--- src/rtl/pipe_stage_reg.sv ---
// Generic inter-stage pipeline register with a two-entry skid buffer,
// stall/flush/freeze controls and saturating stall/flush event counters.
module pipe_stage_reg #(
    parameter int                 DATA_W  = 64,
    parameter logic [DATA_W-1:0]  NOP_VAL = {DATA_W{1'b0}},
    parameter int                 CNT_W   = 16
) (
    input  logic              clk_i,
    input  logic              rst_i,
    input  logic              in_valid_i,
    input  logic [DATA_W-1:0] in_data_i,
    output logic              in_ready_o,
    input  logic              stall_i,
    input  logic              flush_i,
    input  logic              freeze_i,
    output logic              out_valid_o,
    output logic [DATA_W-1:0] out_data_o,
    input  logic              out_ready_i,
    output logic [CNT_W-1:0]  stall_cnt_o,
    output logic [CNT_W-1:0]  flush_cnt_o
);

    typedef enum logic [1:0] {
        ST_EMPTY = 2'd0,
        ST_FULL  = 2'd1,
        ST_SKID  = 2'd2
    } state_t;

    state_t              state_r;
    state_t              state_nxt_s;
    logic [DATA_W-1:0]   main_data_r;
    logic [DATA_W-1:0]   main_nxt_s;
    logic [DATA_W-1:0]   skid_data_r;
    logic [DATA_W-1:0]   skid_nxt_s;
    logic [CNT_W-1:0]    stall_cnt_r;
    logic [CNT_W-1:0]    flush_cnt_r;

    logic main_valid_s;
    logic skid_valid_s;
    logic in_ready_s;
    logic in_fire_s;
    logic out_fire_s;
    logic stall_inc_s;
    logic flush_inc_s;

    function automatic logic [CNT_W-1:0] sat_inc(input logic [CNT_W-1:0] cnt);
        logic [CNT_W-1:0] res;
        if (cnt == {CNT_W{1'b1}}) begin
            res = cnt;
        end else begin
            res = cnt + {{(CNT_W-1){1'b0}}, 1'b1};
        end
        return res;
    endfunction

    assign main_valid_s = (state_r == ST_FULL) || (state_r == ST_SKID);
    assign skid_valid_s = (state_r == ST_SKID);
    // Gated by rst_i so upstream sees "not ready" for as long as reset is held.
    assign in_ready_s   = rst_i & ~skid_valid_s & ~freeze_i;
    assign in_fire_s    = in_valid_i & in_ready_s & ~flush_i;
    assign out_fire_s   = main_valid_s & out_ready_i & ~stall_i & ~freeze_i & ~flush_i;
    assign stall_inc_s  = main_valid_s & ~out_fire_s & ~freeze_i & ~flush_i;
    assign flush_inc_s  = flush_i & ~freeze_i;

    assign in_ready_o   = in_ready_s;
    assign out_valid_o  = main_valid_s;
    assign out_data_o   = main_valid_s ? main_data_r : NOP_VAL;
    assign stall_cnt_o  = stall_cnt_r;
    assign flush_cnt_o  = flush_cnt_r;

    // Next-state and payload selection; freeze outranks flush, flush outranks traffic.
    always_comb begin
        state_nxt_s = state_r;
        main_nxt_s  = main_data_r;
        skid_nxt_s  = skid_data_r;
        if (freeze_i) begin
            state_nxt_s = state_r;
        end else if (flush_i) begin
            state_nxt_s = ST_EMPTY;
            main_nxt_s  = NOP_VAL;
        end else begin
            case (state_r)
                ST_EMPTY: begin
                    if (in_fire_s) begin
                        state_nxt_s = ST_FULL;
                        main_nxt_s  = in_data_i;
                    end else begin
                        state_nxt_s = ST_EMPTY;
                    end
                end
                ST_FULL: begin
                    if (in_fire_s && out_fire_s) begin
                        main_nxt_s  = in_data_i;
                    end else if (out_fire_s) begin
                        state_nxt_s = ST_EMPTY;
                        main_nxt_s  = NOP_VAL;
                    end else if (in_fire_s) begin
                        state_nxt_s = ST_SKID;
                        skid_nxt_s  = in_data_i;
                    end else begin
                        state_nxt_s = ST_FULL;
                    end
                end
                ST_SKID: begin
                    if (out_fire_s) begin
                        state_nxt_s = ST_FULL;
                        main_nxt_s  = skid_data_r;
                    end else begin
                        state_nxt_s = ST_SKID;
                    end
                end
                default: begin
                    // Unreachable encoding: recover to a clean empty stage.
                    state_nxt_s = ST_EMPTY;
                    main_nxt_s  = NOP_VAL;
                end
            endcase
        end
    end

    // State and payload registers.
    always_ff @(posedge clk_i or negedge rst_i) begin
        if (!rst_i) begin
            state_r     <= ST_EMPTY;
            main_data_r <= NOP_VAL;
            skid_data_r <= NOP_VAL;
        end else begin
            state_r     <= state_nxt_s;
            main_data_r <= main_nxt_s;
            skid_data_r <= skid_nxt_s;
        end
    end

    // Saturating performance event counters.
    always_ff @(posedge clk_i or negedge rst_i) begin
        if (!rst_i) begin
            stall_cnt_r <= {CNT_W{1'b0}};
            flush_cnt_r <= {CNT_W{1'b0}};
        end else begin
            if (stall_inc_s) begin
                stall_cnt_r <= sat_inc(stall_cnt_r);
            end
            if (flush_inc_s) begin
                flush_cnt_r <= sat_inc(flush_cnt_r);
            end
        end
    end

endmodule

--- config.mk ---
export PLATFORM = sky130hd
export DESIGN_NAME = pipe_stage_reg
export DESIGN_NICKNAME = d
export VERILOG_FILES = /design/src/rtl/pipe_stage_reg.sv
export SDC_FILE = /design/constraint.sdc
export NUM_CORES = 1
export LEC_CHECK = 0
export CORE_ASPECT_RATIO = 0.7
export CORE_MARGIN = 1
export CORE_UTILIZATION = 35
export DETAILED_ROUTE_END_ITERATION = 8
export PLACE_DENSITY = 0.66
export SETUP_SLACK_MARGIN = 0.15
export SYNTH_ARGS = -nofsm -noshare
export SYNTH_HDL_FRONTEND = slang
export SYNTH_SLANG_ARGS = --single-unit
--- constraint.sdc ---
create_clock -name clk_i -period 4.3 [get_ports clk_i]
set_input_delay 0.43 -clock clk_i [delete_from_list [all_inputs] [get_ports clk_i]]
set_output_delay 0.43 -clock clk_i [all_outputs]
set_load 0.01 [all_outputs]
==> impl_metrics.yaml, run 1 <==
synthesis:
  yosysMostFrequentCell: "dfrtp_1"
  syn_inst: 678
  synth.distinct_cells: 53
  async_flop_share_pct: 100.0
  synth-seq-cells: 162
  syn_area_um2: 7970
  synth_top_area_share_pct: 50.86
  ys.flop_type: "dfrtp_1"
  synth_edf_count: 0
  synth_common_cells: "dfrtp_1, a21oi_1, a22o_1, and2_1, o2bb2ai_1"
  avgSynthCellArea_um2: 11.76
  yosys.area.top_type: "dfrtp_1"
  synth.yosys.warnings: 0
  yosys-top-cells-area: "dfrtp_1, a22o_1, o2bb2ai_1"
  synth_fp_nets: 755
  yosysSeqAreaShare_pct: 50.86
final_layout:
  final_nets: 904
  drive_gt1_share_pct: 9.762
  post-route-util_pct: 48.00
  stdcell_area_um2: 10570
  antenna_cells: 0
  area_delta_synth_final_pct: 32.59
timing:
  tns_ns: 0
  setup_viol: 0
  skew_ns: 0.01284
  slew_headroom_pct: 34.35
  maxSlewViolCount: 0
  finalCriticalPeriod_ns: 3.187
  hold_violations: 0
  fmax_ghz: 0.3138
  layout_setup_ws_ns: 1.113
  tightestPinTransition_ns: 0.9835
  period_share_pct: 74.12
  rsz0062_at_grt: "false"
floorplanning:
  ios: 169
  die_area_um2: 23390
  die_h_um: 128.3
  die_w_um: 182.4
  core_um2: 22010
  num_rows: 45
  start_util_pct: 36.20
routing:
  drtPass1Iterations: 4
  num_vias: 6018
  drt-total-wl_mm: 20.39
  met3_length_um: 942
  vias_per_cell: 5.256
  drt-initial-drc-count: 429
  drc: 0
  ant_nets: 0
  met1_length_mm: 10.58
  top_layer: "met5"
  route.met2.wl_mm: 8.678
  wl_per_cell_um: 17.81
global_routing:
  grt_pass1_wl_mm: 33.21
  grt_overflow_total: 0
  grt_pass1_vias: 5902
  antenna_found_initial: 2
  gr-usage-all-layers_pct: 18.13
  grt_max_degree: 67
min_path:
  hp-class: "flip-flop to flip-flop"
clock_tree:
  clock-sinks: 162
  htree_levels: 4
  cts_setup_buffers: 0
  cts.path.max_buffers: 2
  cts_tree: "yes"
  cts_inserted_buffers: 17
  post_cts.resized_instances: 0
  clkTransAtPathRegs_ns: 0.06
  root_buffer: "clkbuf_16"
  clk_latency_ns: 0.42
critical_path:
  timing.setup.critical_path_class: "flip-flop to output pin"
  crit_fanout: 38
  cp-end-kind: "output pin"
  critical_path_required_ns: 3.87
  start_kind: "flip-flop"
  crit_arrival_ns: 2.76
placed_design:
  dp_hpwl_mm: 12.68
  dpl_cell_area_um2: 9912
  dp_slack_ns: 1.017
  portBuffers: 168
  gp_congestion: 0.7972
pwr:
  ir_drop_uv: 250.1
  p_per_area_nw_per_um2: 391.3
  p_leak_nw: 4.738
run:
  drv_cap: 0
run_status:
  outcome: "complete, no violations"
==> per-layer routing <==
metal,GRT usage (%),vias to the layer above
met5,0,-
met4,4.548,4
met3,4.063,17
met1,27.03,2996
li1,-,2848
met2,26.37,153
==> repair_timing <==
action,4_1_cts,5_1_grt
hold buffers,1,0
hold endpoints to repair,40,0
setup endpoints to repair,0,0
==> critical path: stages (launching register included) <==
cell	delay (ns)
dfrtp_1	0.40
inv_1	0.12
ha_2	0.65
buf_4	0.53
nor3b_1	0.13
clkdlybuf4s50_1	0.50
==> layout make-up <==
cell class | instances | area (um2)
Multi-Input combinational cell | 457 | 3674
Fill cell | 1987 | 11450
Timing Repair Buffer | 181 | 1783
Tap cell | 305 | 381.6
Clock inverter | 11 | 175.2
Inverter | 8 | 30.03
Sequential cell | 162 | 4054
Clock buffer | 21 | 470.5
==> layout by cell type (no fill, tap or decap), types with 3 or more instances in the layout <==
cell	netlist	layout
a21oi_1	66	66
a31oi_1	4	4
xor2_1	10	10
ha_1	6	4
bufinv_16	0	4
and2_1	64	64
nor4_1	3	3
clkbuf_16	0	17
o2bb2ai_1	64	64
nand3_1	14	14
a211oi_1	4	4
clkdlybuf4s50_1	0	167
o211ai_1	3	3
and3_1	6	6
clkbuf_8	0	3
nand4_1	7	7
a22o_1	64	64
nor4_4	4	4
nand2_1	11	11
xnor2_1	16	16
dfrtp_1	162	162
buf_4	6	12
mux2_1	47	47
nor2_1	8	8
inv_1	8	8
mux2_2	18	18
==> cells by family (layout without fill, tap and decap cells) <==
kind of cell               count (synthesis)  count (layout)  share of synthesized area (%)
xor gates and xnor gates                  26              26                          2.857
buffers and inverters                     59             221                          3.297
and+or+nand+nor                          140             140                          11.96
adders and majority gates                  6               6                         0.9419
AOI/OAI and AO/OA                        219             219                          20.71
muxes                                     66              66                          9.372
DFF                                      162             162                          50.86
==> worst paths after layout <==
path                                       from              end  slack [ns]  depth (start not counted)
worst max-delay path                 state_r[0]       in_ready_o        1.11                          5
worst min-delay path            main_data_r[33]  main_data_r[33]        0.48                          1
worst max register to register       state_r[0]   main_data_r[2]        1.14                          7
worst min register to register  main_data_r[33]  main_data_r[33]        0.48                          1
max in group asynchronous                 rst_i  main_data_r[45]        2.56                          3
min in group asynchronous                 rst_i  main_data_r[13]        0.50                          2
==> registers in the layout (all words and copies together), names as in the netlist <==
signal	count
main_data_r	64
skid_data_r	64
flush_cnt_o	16
stall_cnt_o	16
state_r	2
==> where the power goes <==
part | switching, W | internal, W
clock network | 0.000630 | 0.00103
logic | 0.000286 | 0.000337
registers | 0.000135 | 0.00172
total | 0.00105 | 0.00308
==> through the flow <==
stage / power, W / instances / hold WS [ns]
3_3_place_gp: 0.002497 / 1112 / 0.3874
3_5_place_dp: 0.002506 / 1112 / 0.3914
4_1_cts: 0.004179 / 1145 / 0.4841
2_1_floorplan: 0.002190 / 678 / 0.1344
5_1_grt: 0.004331 / 1145 / 0.4937
6_report: 0.004136 / 1145 / 0.4808
Power figures use the tool's default switching activity.
==> inputs of run 2 (changes only) <==
Clock period 4.3 ns to 3 ns, I/O delays scaled along.
==> run 2 against run 1 <==
The run now ends with negative hold slack left. Clock-buffer cell count decreased by 2. Clock power increased by 33%. Flip-flop and latch count unchanged. Sequential share of layout area decreased by 0.082 points. Non-clock buffer count decreased by 1. Cell count about the same. Power increased by 40%. Worst hold slack got worse by 0.52 ns. Die area unchanged. Highest routed layer is now met4.
==> impl_metrics.yaml, run 2 (synthesized netlist as in run 1, its figures left out) <==
final_layout:
  stdcell_count: 1144
  area_delta_synth_final_pct: 32.87
  final_nets: 903
  reg_top3: "main_data_r (64), skid_data_r (64)"
  drive_gt1_share_pct: 9.774
  post-route-util_pct: 48.10
  seqCellArea_um2: 4054
  multiInputGateArea_um2: 3684
  final_cell_mix: "clkdlybuf4s50_1, dfrtp_1, a21oi_1"
  fill_cells: 1992
  antenna_cells: 0
  final_common_cell: "clkdlybuf4s50_1"
timing:
  holdWs_ns: -0.04144
  rsz0062_at_grt: "false"
  period_share_pct: 88.73
  setup_viol: 0
  slew_headroom_pct: 55.66
  tightestPinTransition_ns: 0.6650
  fmax_ghz: 0.3757
  finalCriticalPeriod_ns: 2.662
  hold_violations: 16
  tns_ns: 0
  skew_ns: 0.01044
  maxSlewViolCount: 0
routing:
  drc: 0
  vias_per_cell: 5.294
  num_vias: 6056
  drt-initial-drc-count: 456
  drtPass1Iterations: 4
  wl_per_cell_um: 18.09
  drt-total-wl_mm: 20.70
  ant_nets: 0
pwr:
  power_switching_w: 0.001554
  ir_drop_uv: 360.4
  switching_share_pct: 26.89
  clkPwrFrac_pct: 38.3
  p_leak_nw: 4.728
  pwr-share-comb_pct: 15.7
  power.internal_w: 0.004224
  seq_power_share_pct: 46.1
  p_per_area_nw_per_um2: 545.6
clock_tree:
  cts_inserted_buffers: 17
  cts_tree: "yes"
  root_buffer: "clkbuf_16"
  htree_levels: 4
  clkTransAtPathRegs_ns: 0.07
  cts_hold_buffers: 0
  cts.path.max_buffers: 2
  clock-sinks: 162
  clk_latency_ns: 0.43
floorplanning:
  core_um2: 22010
  die_w_um: 182.4
  ios: 169
  start_util_pct: 36.20
  die_h_um: 128.3
  num_rows: 45
  die_area_um2: 23390
global_routing:
  grt_pass1_vias: 6106
  grt_overflow_total: 0
  gr-usage-all-layers_pct: 18.69
  antenna_found_initial: 0
  grt_pass1_wl_mm: 34.21
  grt_max_degree: 114
critical_path:
  critical_path_required_ns: 2.70
  crit_arrival_ns: 2.36
  cp-end-kind: "output pin"
  timing.setup.critical_path_class: "flip-flop to output pin"
  path_buf_inv: 3
  path_cells: "inv_1 > ha_4 > buf_12 > and2_1 > clkdlybuf4s50_1"
  crit_fanout: 47
  start_kind: "flip-flop"
  path_delay_family: "buffers and inverters"
  cp_slowest_stage_delay_ns: 0.55
  slowest_stage: "clkdlybuf4s50_1"
placed_design:
  portBuffers: 168
  dp.cells: 1112
  gp_congestion: 0.8148
  dp_hpwl_mm: 12.78
run:
  drv_cap: 0
run_status:
  violations: "negative hold slack"
  outcome: "finished, violations left"
min_path:
  hp-class: "primary input to asynchronous set/reset pin"
## run 2: area by class of cell
| type | count | area share [%] |
|---|---|---|
| Multi-Input combinational cell | 457 | 34.78 |
| Sequential cell | 162 | 38.28 |
| Clock inverter | 13 | 1.418 |
| Timing Repair Buffer | 180 | 17.45 |
| Tap cell | 305 | 3.603 |
| Clock buffer | 19 | 4.182 |
| Inverter | 8 | 0.2836 |
## run 2: through the flow
| stage | total power (W) | area (um2) | hold slack [ns] | setup WS, ns |
|---|---|---|---|---|
| after detailed placement | 0.003605 | 9987 | 0.4661 | 0.5509 |
| after CTS | 0.005842 | 10590 | 0.02798 | 0.3085 |
| after floorplan | 0.003139 | 7970 | 0.004409 | 1.003 |
| after global placement | 0.003582 | 9987 | 0.4661 | 0.6309 |
| final | 0.005778 | 10590 | -0.04144 | 0.3381 |
| after global routing | 0.006069 | 10590 | 0.03259 | 0.1738 |
## run 2: final timing paths
kind	start	endpoint	slack (ns)	depth (start not counted)
max	state_r[0]	out_data_o[15]	0.34	5
min	rst_i	main_data_r[16]	-0.04	2
max reg2reg	state_r[0]	stall_cnt_o[13]	0.74	6
min reg2reg	main_data_r[16]	main_data_r[16]	0.48	1
max in group asynchronous	rst_i	flush_cnt_o[6]	1.91	3
min in group clk_i	rst_i	state_r[1]	0.38	4
## run 2: power by group through the flow
stage | clock, W | sequential [W] | combinational [W]
after floorplan | 0 | 0.00266 | 0.000475
after global placement | 0 | 0.00269 | 0.000893
after detailed placement | 0 | 0.00269 | 0.000913
after CTS | 0.00226 | 0.00266 | 0.000918
after global routing | 0.00237 | 0.00270 | 0.000997
final | 0.00221 | 0.00266 | 0.000906
## run 2: worst reg2reg max path: stages (launching register included)
cell,delay [ns]
dfrtp_1,0.38
inv_1,0.11
ha_4,0.42
or3b_4,0.47
nor4_4,0.46
nand3_1,0.17
xnor2_1,0.15
## run 2: repair_timing
action	4_1_cts	5_1_grt
setup endpoints to repair	1	0
resized for setup	1	0
setup buffers	0	0
## run 2: layer usage
metal	vias up	part of all wire, %	global-route usage (%)
li1	2842	-	-
met3	14	5.4	4.886
met4	0	1.1	4.894
met1	3040	50	26.33
met2	160	43	28.44
met5	-	0	0
==> inputs of run 3 (changes only) <==
Settings changed: RECOVER_POWER set to 50.
==> run 3 against run 2 <==
Clock-buffer cell count stayed put. Die area did not move. Non-clock buffer count unchanged. Critical endpoint is now out_data_o[53]. Clock skew grew 0.00072 ns. Register-to-register slack got worse by 0.37 ns. Cell count about the same. The run now ends clean. Cell area is 0.31% lower. Critical path depth did not move. Largest cell class unchanged. Combinational power fell by 3.1%. Sequential power about the same.
==> impl_metrics.yaml, run 3 (synthesized netlist as in run 1, its figures left out) <==
timing:
  maxSlewViolCount: 0
  rsz0062_at_grt: "false"
  fmax_ghz: 0.3749
  holdWs_ns: 0.3596
  setup_viol: 0
  tightestPinTransition_ns: 1.364
  finalCriticalPeriod_ns: 2.668
  tns_ns: 0
  skew_ns: 0.01116
  slew_headroom_pct: 8.223
  hold_violations: 0
  period_share_pct: 88.92
clock_tree:
  cts_tree: "yes"
  root_buffer: "clkbuf_16"
  cts_setup_buffers: 0
  cts_inserted_buffers: 17
  cts.path.max_buffers: 2
  clk_latency_ns: 0.43
  clkTransAtPathRegs_ns: 0.07
  htree_levels: 4
  clock-sinks: 162
run_status:
  outcome: "complete, no violations"
final_layout:
  final_nets: 903
  post-route-util_pct: 47.96
  final_common_cell: "dfrtp_1"
  reg_top3: "main_data_r (64), skid_data_r (64)"
  stdcell_count: 1145
  drive_gt1_share_pct: 9.297
  final_cell_mix: "dfrtp_1, clkdlybuf4s50_1, a21oi_1"
  area_delta_synth_final_pct: 32.46
critical_path:
  cp-end-kind: "output pin"
  crit_arrival_ns: 2.37
  reg2regPathDepth: 5
  rr_startpoint: "flush_cnt_o[0]"
  critical_path_required_ns: 2.70
  reg2reg_slack_ns: 0.37
  crit_fanout: 48
  timing.setup.critical_path_class: "flip-flop to output pin"
  start_kind: "flip-flop"
  r2r-end: "flush_cnt_o[9]"
pwr:
  switching_share_pct: 26.97
  power.internal_w: 0.004197
  ir_drop_uv: 360.3
  p_leak_nw: 4.798
  clkPwrFrac_pct: 38.5
  p_total_w: 0.005747
  pwr-share-comb_pct: 15.3
  p_per_area_nw_per_um2: 544.3
  seq_power_share_pct: 46.3
  power_switching_w: 0.001550
global_routing:
  grt_pass1_wl_mm: 34.21
  grt_overflow_total: 0
  grt_max_degree: 114
  grt_pass1_vias: 6106
  gr-usage-all-layers_pct: 18.69
  antenna_found_initial: 0
routing:
  ant_nets: 0
  top_layer: "met4"
  met1_length_mm: 10.34
  vias_per_cell: 5.318
  met3_length_mm: 1.169
  drt-total-wl_mm: 20.77
  num_vias: 6089
  drtPass1Iterations: 5
  route.met2.wl_mm: 9.037
  drt-initial-drc-count: 485
  drc: 0
  wl_per_cell_um: 18.14
placed_design:
  portBuffers: 168
  dp.cells: 1112
  gp_congestion: 0.8148
  dp_hpwl_mm: 12.78
floorplanning:
  die_h_um: 128.3
  die_area_um2: 23390
  ios: 169
  die_w_um: 182.4
  num_rows: 45
  start_util_pct: 36.20
  core_um2: 22010
run:
  drv_cap: 0
min_path:
  hp-class: "primary input to asynchronous set/reset pin"
==> run 3: cell types whose count changed in the layout (fill, tap and decap cells not counted), sizes merged <==
cell / previous run / this run
dlygate4sd3: 0 / 33
clkbuf: 19 / 21
diode: 0 / 1
clkdlybuf4s50: 167 / 134
buf: 13 / 11
==> run 3: what timing repair did <==
item | CTS | global route
endpoints found under the setup margin | 1 | 0
gates resized for setup | 1 | 0
hold buffers | 0 | 0
==> run 3: final cells by class <==
class	instances	area [um2]
antenna	1	2.502
fill	1999	11460
multi-input combinational	457	3659
timing repair buffer	180	1838
tap	305	381.6
clock buffer	19	442.9
clock inverter	13	150.1
sequential	162	4054
inverter	8	30.03
==> run 3: critical path, stage by stage, from the launching register on <==
cell and delay [ns]:
dfrtp_1 0.38, inv_1 0.11, ha_4 0.42, buf_12 0.25
and2_1 0.20, clkdlybuf4s50_1 0.56
==> run 3: per-stage QoR <==
step | area (um2) | worst slack (ns)
global placement | 9987 | 0.6309
global route | 10560 | 0.1549
detailed placement | 9987 | 0.5509
CTS | 10590 | 0.3085
floorplan | 7970 | 1.003
finish | 10560 | 0.3324
==> run 3: worst max-delay path by stage <==
stage,slack [ns],start,depth (start not counted),to
floorplan,1.00,state_r[0],6,stall_cnt_o[15]
global placement,0.63,state_r[0],5,out_data_o[53]
detailed placement,0.55,freeze_i,6,main_data_r[24]
CTS,0.31,state_r[0],5,out_data_o[53]
global route,0.15,flush_cnt_o[0],5,flush_cnt_o[9]
finish,0.33,state_r[0],5,out_data_o[53]
==> run 3: power groups by stage <==
stage | clock, W | combinational [W] | sequential, W
5_1_grt | 0.00237 | 0.000969 | 0.00270
2_1_floorplan | 0 | 0.000475 | 0.00266
6_report | 0.00221 | 0.000878 | 0.00266
3_5_place_dp | 0 | 0.000913 | 0.00269
3_3_place_gp | 0 | 0.000893 | 0.00269
4_1_cts | 0.00226 | 0.000918 | 0.00266
==> run 3: layer usage <==
layer	vias to the layer above	global-route usage [%]
met3	14	4.886
met5	-	0
li1	2852	-
met1	3055	26.33
met4	0	4.894
met2	168	28.44
==> variant 1: new RTL, flow settings as in run 3 <==
Encoding of `state_t`: now one-hot (3 bits for 3 states).
--- a/src/rtl/pipe_stage_reg.sv
+++ b/src/rtl/pipe_stage_reg.sv
@@ -20,10 +20,10 @@
     output logic [CNT_W-1:0]  flush_cnt_o
 );
 
-    typedef enum logic [1:0] {
-        ST_EMPTY = 2'd0,
-        ST_FULL  = 2'd1,
-        ST_SKID  = 2'd2
+    typedef enum logic [2:0] {
+        ST_EMPTY = 3'b001,
+        ST_FULL  = 3'b010,
+        ST_SKID  = 3'b100
     } state_t;
 
     state_t              state_r;
Check against the original RTL: no difference found for any inputs over 4 cycles, from zero or initial values and one cycle with rst_i low; so few cycles prove little.
==> variant 1 against run 3 <==
Clock skew about the same. Synthesized cell count increased by 21%. Worst setup slack lost 40 ps. Largest power group unchanged. Global-route usage is 0.28 points higher. Final area is 0.83% higher. Area after synthesis grew 1.3%. Power down 9.0%. Routed wire length grew 4.3%. Sequential cell count rose by 1.
==> variant 1: results <==
{
  "clockRootBuffer": "sky130_fd_sc_hd__clkbuf_16",
  "detailedRoute.firstPassIterationCount": 5,
  "worstSetupStartpointType": "register",
  "grt_pass1_wl_um": 35000,
  "power_clock_uw": 2350,
  "synthesis.instances": 821,
  "post_dp_cell_area_um2": 10000,
  "hold_path_class": "input port to async pin",
  "grt_pass1_vias": 6393,
  "ctsHtreeMaxLevel": 4,
  "ys_top_cells_by_area": "sky130_fd_sc_hd__dfrtp_1 50%, sky130_fd_sc_hd__mux2_1 6.8%, sky130_fd_sc_hd__a22oi_1 5.9%",
  "ys_seq_area_frac": 0.505,
  "outcome": "finished clean",
  "final_core_util": 0.471,
  "port_buffers": 168,
  "initial_antenna_violation_count": 2,
  "place_congestion": 0.804,
  "via_per_inst": 5.02,
  "proportion_of_layout_cells_with_a_drive_suffix_above_1": 0.0779,
  "cts.reportedPaths.clkPinSlew_ps": 60,
  "finalClockSkew_ps": 10.9,
  "worstReg2RegStart": "state_r[2]",
  "post_cts_resized": 1,
  "post_synth_most_frequent_cells": "162 x sky130_fd_sc_hd__dfrtp_1, 88 x sky130_fd_sc_hd__nor2_1, 81 x sky130_fd_sc_hd__nand2_1",
  "nNetsFinal": 1036,
  "synthesis.yosys.warnings": 0,
  "synthDistinctLibCells": 41,
  "clk-insertion-delay-late_ps": 430,
  "grt_start_max_net_pins": 165,
  "timing.critical_path.fanout_max": 19,
  "post_drt_wl_per_cell_um": 16.8,
  "crit_family": "buffers and inverters",
  "placement.setup.worst_slack_ps": 344,
  "fill_cells": 2108,
  "power.leakage_uw": 0.00497,
  "ir_worst_vdd_mv": 0.357,
  "share_comb_of_total_power": 0.099,
  "clock_tree.buffer_depth": 2,
  "power_uw": 5230,
  "first_iter_violations": 423,
  "synth_async_sr_flop_share": 1.00,
  "max_slew.worst_pin.slew_ps": 1130,
  "power.switching_uw": 1270,
  "most_used_flip_flop_cell_after_synthesis": "sky130_fd_sc_hd__dfrtp_1",
  "biggestRegsByFlops": "main_data_r x64, skid_data_r x64",
  "mappedNetlistNets": 894,
  "post_dp_hpwl_um": 13800,
  "post-cts-setup-buffer-count": 0,
  "grt_usage": 0.190,
  "place.detailed.instances": 1256,
  "timing.critical_path.arrival_ps": 2410,
  "critical-path-max-stage-delay_ps": 580,
  "detailroute.via_count": 6475
}
-- variant 1: cell count changes after synthesis, moves of 64 or more --
cell	delta
sky130_fd_sc_hd__nor2_1	+80
sky130_fd_sc_hd__nand2_1	+70
sky130_fd_sc_hd__a22o_1	-64
sky130_fd_sc_hd__a22oi_1	+64
sky130_fd_sc_hd__o2bb2ai_1	-64
-- variant 1: kinds of logic (layout without fill, tap and decap cells) --
logic type	count (synthesis)	in the layout	synth area share
adder cells (fa/ha/maj)	2	2	0.00310
other	0	2	0
AND/OR/NAND/NOR	290	290	0.178
AO/OA/AOI/OAI	206	206	0.149
multiplexers	67	67	0.0934
flip-flops	163	163	0.505
buffers and inverters	63	218	0.0386
XOR/XNOR	30	30	0.0325
-- variant 1: path summary, 6_finish.rpt --
check	end	slack [ps]	depth (start not counted)
worst max-delay path	out_data_o[56]	290	5
worst min-delay path	main_data_r[53]	220	2
worst max register to register	skid_data_r[29]	370	4
worst min register to register	main_data_r[15]	480	2
max in group asynchronous	state_r[1]	1960	2
min in group clk_i	main_data_r[15]	480	2
-- variant 1: routing by layer --
layer / GRT usage / part of all wire / vias to the layer above
met5: 0 / 0 / -
met4: 0.0603 / 0.010 / 0
met3: 0.0436 / 0.053 / 18
met2: 0.285 / 0.43 / 167
met1: 0.271 / 0.50 / 3140
li1: - / - / 3150
-- variant 1: cell type report --
type | count | area share
clock inverters | 11 | 0.0162
diodes | 2 | 0.000470
clock buffers | 21 | 0.0423
repair buffers | 184 | 0.171
flip-flops and latches | 163 | 0.384
well taps | 312 | 0.0367
multi-input cells | 595 | 0.349
inverters | 2 | 0.000705
==> variant 2: new RTL, flow settings as in run 3 <==
Without the edit above. Change the parameter `DATA_W` from 64 to 32.
--- a/src/rtl/pipe_stage_reg.sv
+++ b/src/rtl/pipe_stage_reg.sv
@@ -1,7 +1,7 @@
 // Generic inter-stage pipeline register with a two-entry skid buffer,
 // stall/flush/freeze controls and saturating stall/flush event counters.
 module pipe_stage_reg #(
-    parameter int                 DATA_W  = 64,
+    parameter int                 DATA_W  = 32,
     parameter logic [DATA_W-1:0]  NOP_VAL = {DATA_W{1'b0}},
     parameter int                 CNT_W   = 16
 ) (
Ports: changed (resized in_data_i and out_data_o); port bits go from 169 to 105. The function was not compared with the original's and may differ.
==> variant 2 against run 3 <==
Final area decreased by 40%. Critical endpoint is now skid_data_r[30]. Sequential cell count decreased by 64. Routed wire length decreased by 44%. Via count decreased by 41%. Combinational power decreased by 33%. Fmax increased by 1.0%. Area after synthesis decreased by 39%. Core utilization decreased by 0.090 points. Worst setup slack improved by 27 ps. Power decreased by 42%. Clock power decreased by 50%. Global-route usage decreased by 1.6 points.
==> variant 2: results <==
{
  "outcome": "finished clean",
  "post_synth_most_frequent_cells": "98 x sky130_fd_sc_hd__dfrtp_1, 40 x sky130_fd_sc_hd__and3_1, 37 x sky130_fd_sc_hd__and2_1",
  "synthesis.instances": 397,
  "ys_seq_area_frac": 0.508,
  "place.detailed.instances": 676,
  "synthesis.yosys.warnings": 0,
  "clk-insertion-delay-late_ps": 340,
  "via_per_inst": 5.23,
  "finalClockSkew_ps": 7.48,
  "clockRootBuffer": "sky130_fd_sc_hd__clkbuf_16",
  "total_clock_buffers_created_by_cts": 9,
  "synth_top_family_by_area": "simple AND/OR/NAND/NOR gates",
  "proportion_of_layout_cells_with_a_drive_suffix_above_1": 0.144,
  "synth_xor_xnor_area_share": 0.0472,
  "nNetsFinal": 547,
  "detailroute.wirelength.met3_um": 748,
  "port_buffers": 104,
  "post_dp_hpwl_um": 7930,
  "grt_pass1_vias": 3640,
  "placement.setup.worst_slack_ps": 212,
  "post-cts-setup-buffer-count": 0,
  "grt_start_max_net_pins": 57,
  "ys_top_cells_by_area": "sky130_fd_sc_hd__dfrtp_1 51%, sky130_fd_sc_hd__mux2_4 9.3%, sky130_fd_sc_hd__a221o_1 6.6%",
  "worst_slew_margin_rel": 0.0609,
  "n_antenna_cell": 0,
  "place_congestion": 0.795,
  "ctsHtreeMaxLevel": 3,
  "power.leakage_uw": 0.00301,
  "hold_path_class": "input port to async pin",
  "synth_async_sr_flop_share": 1.00,
  "timing.critical_path.arrival_ps": 2860,
  "fill_cells": 1237,
  "grt_usage": 0.171,
  "clock_tree.buffer_depth": 2,
  "synthDistinctLibCells": 46,
  "wl_um": 11700,
  "first_iter_violations": 161,
  "ir_worst_vdd_mv": 0.234,
  "wire_length_on_met2_um": 5190,
  "m1WireLength_um": 5660,
  "biggestRegsByFlops": "main_data_r x32, skid_data_r x32",
  "post_drt_wl_per_cell_um": 16.9,
  "timing.critical_path.fanout_max": 25,
  "synth_fa_ha_area_frac": 0.0156,
  "initial_antenna_violation_count": 0,
  "post_synth_mux_area_share": 0.114,
  "most_used_flip_flop_cell_after_synthesis": "sky130_fd_sc_hd__dfrtp_1",
  "synth_compound_gate_area_share": 0.102,
  "top_layer": "met4",
  "detailedRoute.firstPassIterationCount": 4,
  "mappedNetlistNets": 442,
  "grt_pass1_wl_um": 19100
}
[variant 2: per-layer routing]
| layer | global-route usage | up-vias |
|---|---|---|
| met2 | 0.264 | 125 |
| met5 | 0 | - |
| met4 | 0.0463 | 0 |
| li1 | - | 1684 |
| met3 | 0.0453 | 7 |
| met1 | 0.237 | 1805 |
[variant 2: kinds of logic (layout without fill, tap and decap cells)]
logic type | count (synthesis) | in the layout
flops | 98 | 98
mux | 39 | 39
xor+xnor | 26 | 26
fa+ha+maj | 6 | 6
simple gates | 145 | 145
compound gates | 57 | 57
buf+inv | 26 | 136
[variant 2: path summary, 6_finish.rpt]
path	start	cells past startpoint	slack [ps]	endpoint
worst max-delay path	state_r[0]	6	360	skid_data_r[30]
worst min-delay path	rst_i	2	150	skid_data_r[8]
worst max register to register	state_r[0]	6	360	skid_data_r[30]
worst min register to register	flush_cnt_o[15]	1	500	flush_cnt_o[15]
max in group asynchronous	rst_i	3	1060	main_data_r[17]
min in group clk_i	flush_cnt_o[15]	1	500	flush_cnt_o[15]
[variant 2: cell type report]
class,instances,share of cell area
flip-flops and latches,98,0.385
multi-input cells,273,0.355
repair buffers,116,0.176
well taps,185,0.0363
clock buffers,9,0.0353
clock inverters,7,0.00962
inverters,4,0.00236
[variant 2: timing repair]
| action | 4_1_cts | 5_1_grt |
|---|---|---|
| setup endpoints to repair | 0 | 25 |
| hold buffers | 0 | 0 |
| gates resized for setup | 0 | 2 |
[variant 2: worst max-delay path, cell delays in order (launching register included)]
cell,delay [ps]
sky130_fd_sc_hd__dfrtp_1,380
sky130_fd_sc_hd__inv_1,90
sky130_fd_sc_hd__ha_1,430
sky130_fd_sc_hd__nand4bb_1,320
sky130_fd_sc_hd__or4b_2,630
sky130_fd_sc_hd__buf_4,310
sky130_fd_sc_hd__mux2_4,350
[variant 2: metrics by stage]
stage                     hold slack, ps  utilization  instance area (um2)
after global routing                 223        0.479                 6370
after CTS                           77.8        0.479                 6370
after floorplan                     4.41            -                 4830
after detailed placement             458        0.457                 6090
final                                152        0.479                 6370
after global placement               451        0.457                 6090
[variant 2: power breakdown]
group | leakage [uW] | switching (uW) | internal (uW) | total [uW]
Sequential | 0.00131 | 142 | 1500 | 1640
Combinational | 0.00157 | 252 | 339 | 591
Clock | 0.000128 | 533 | 577 | 1110
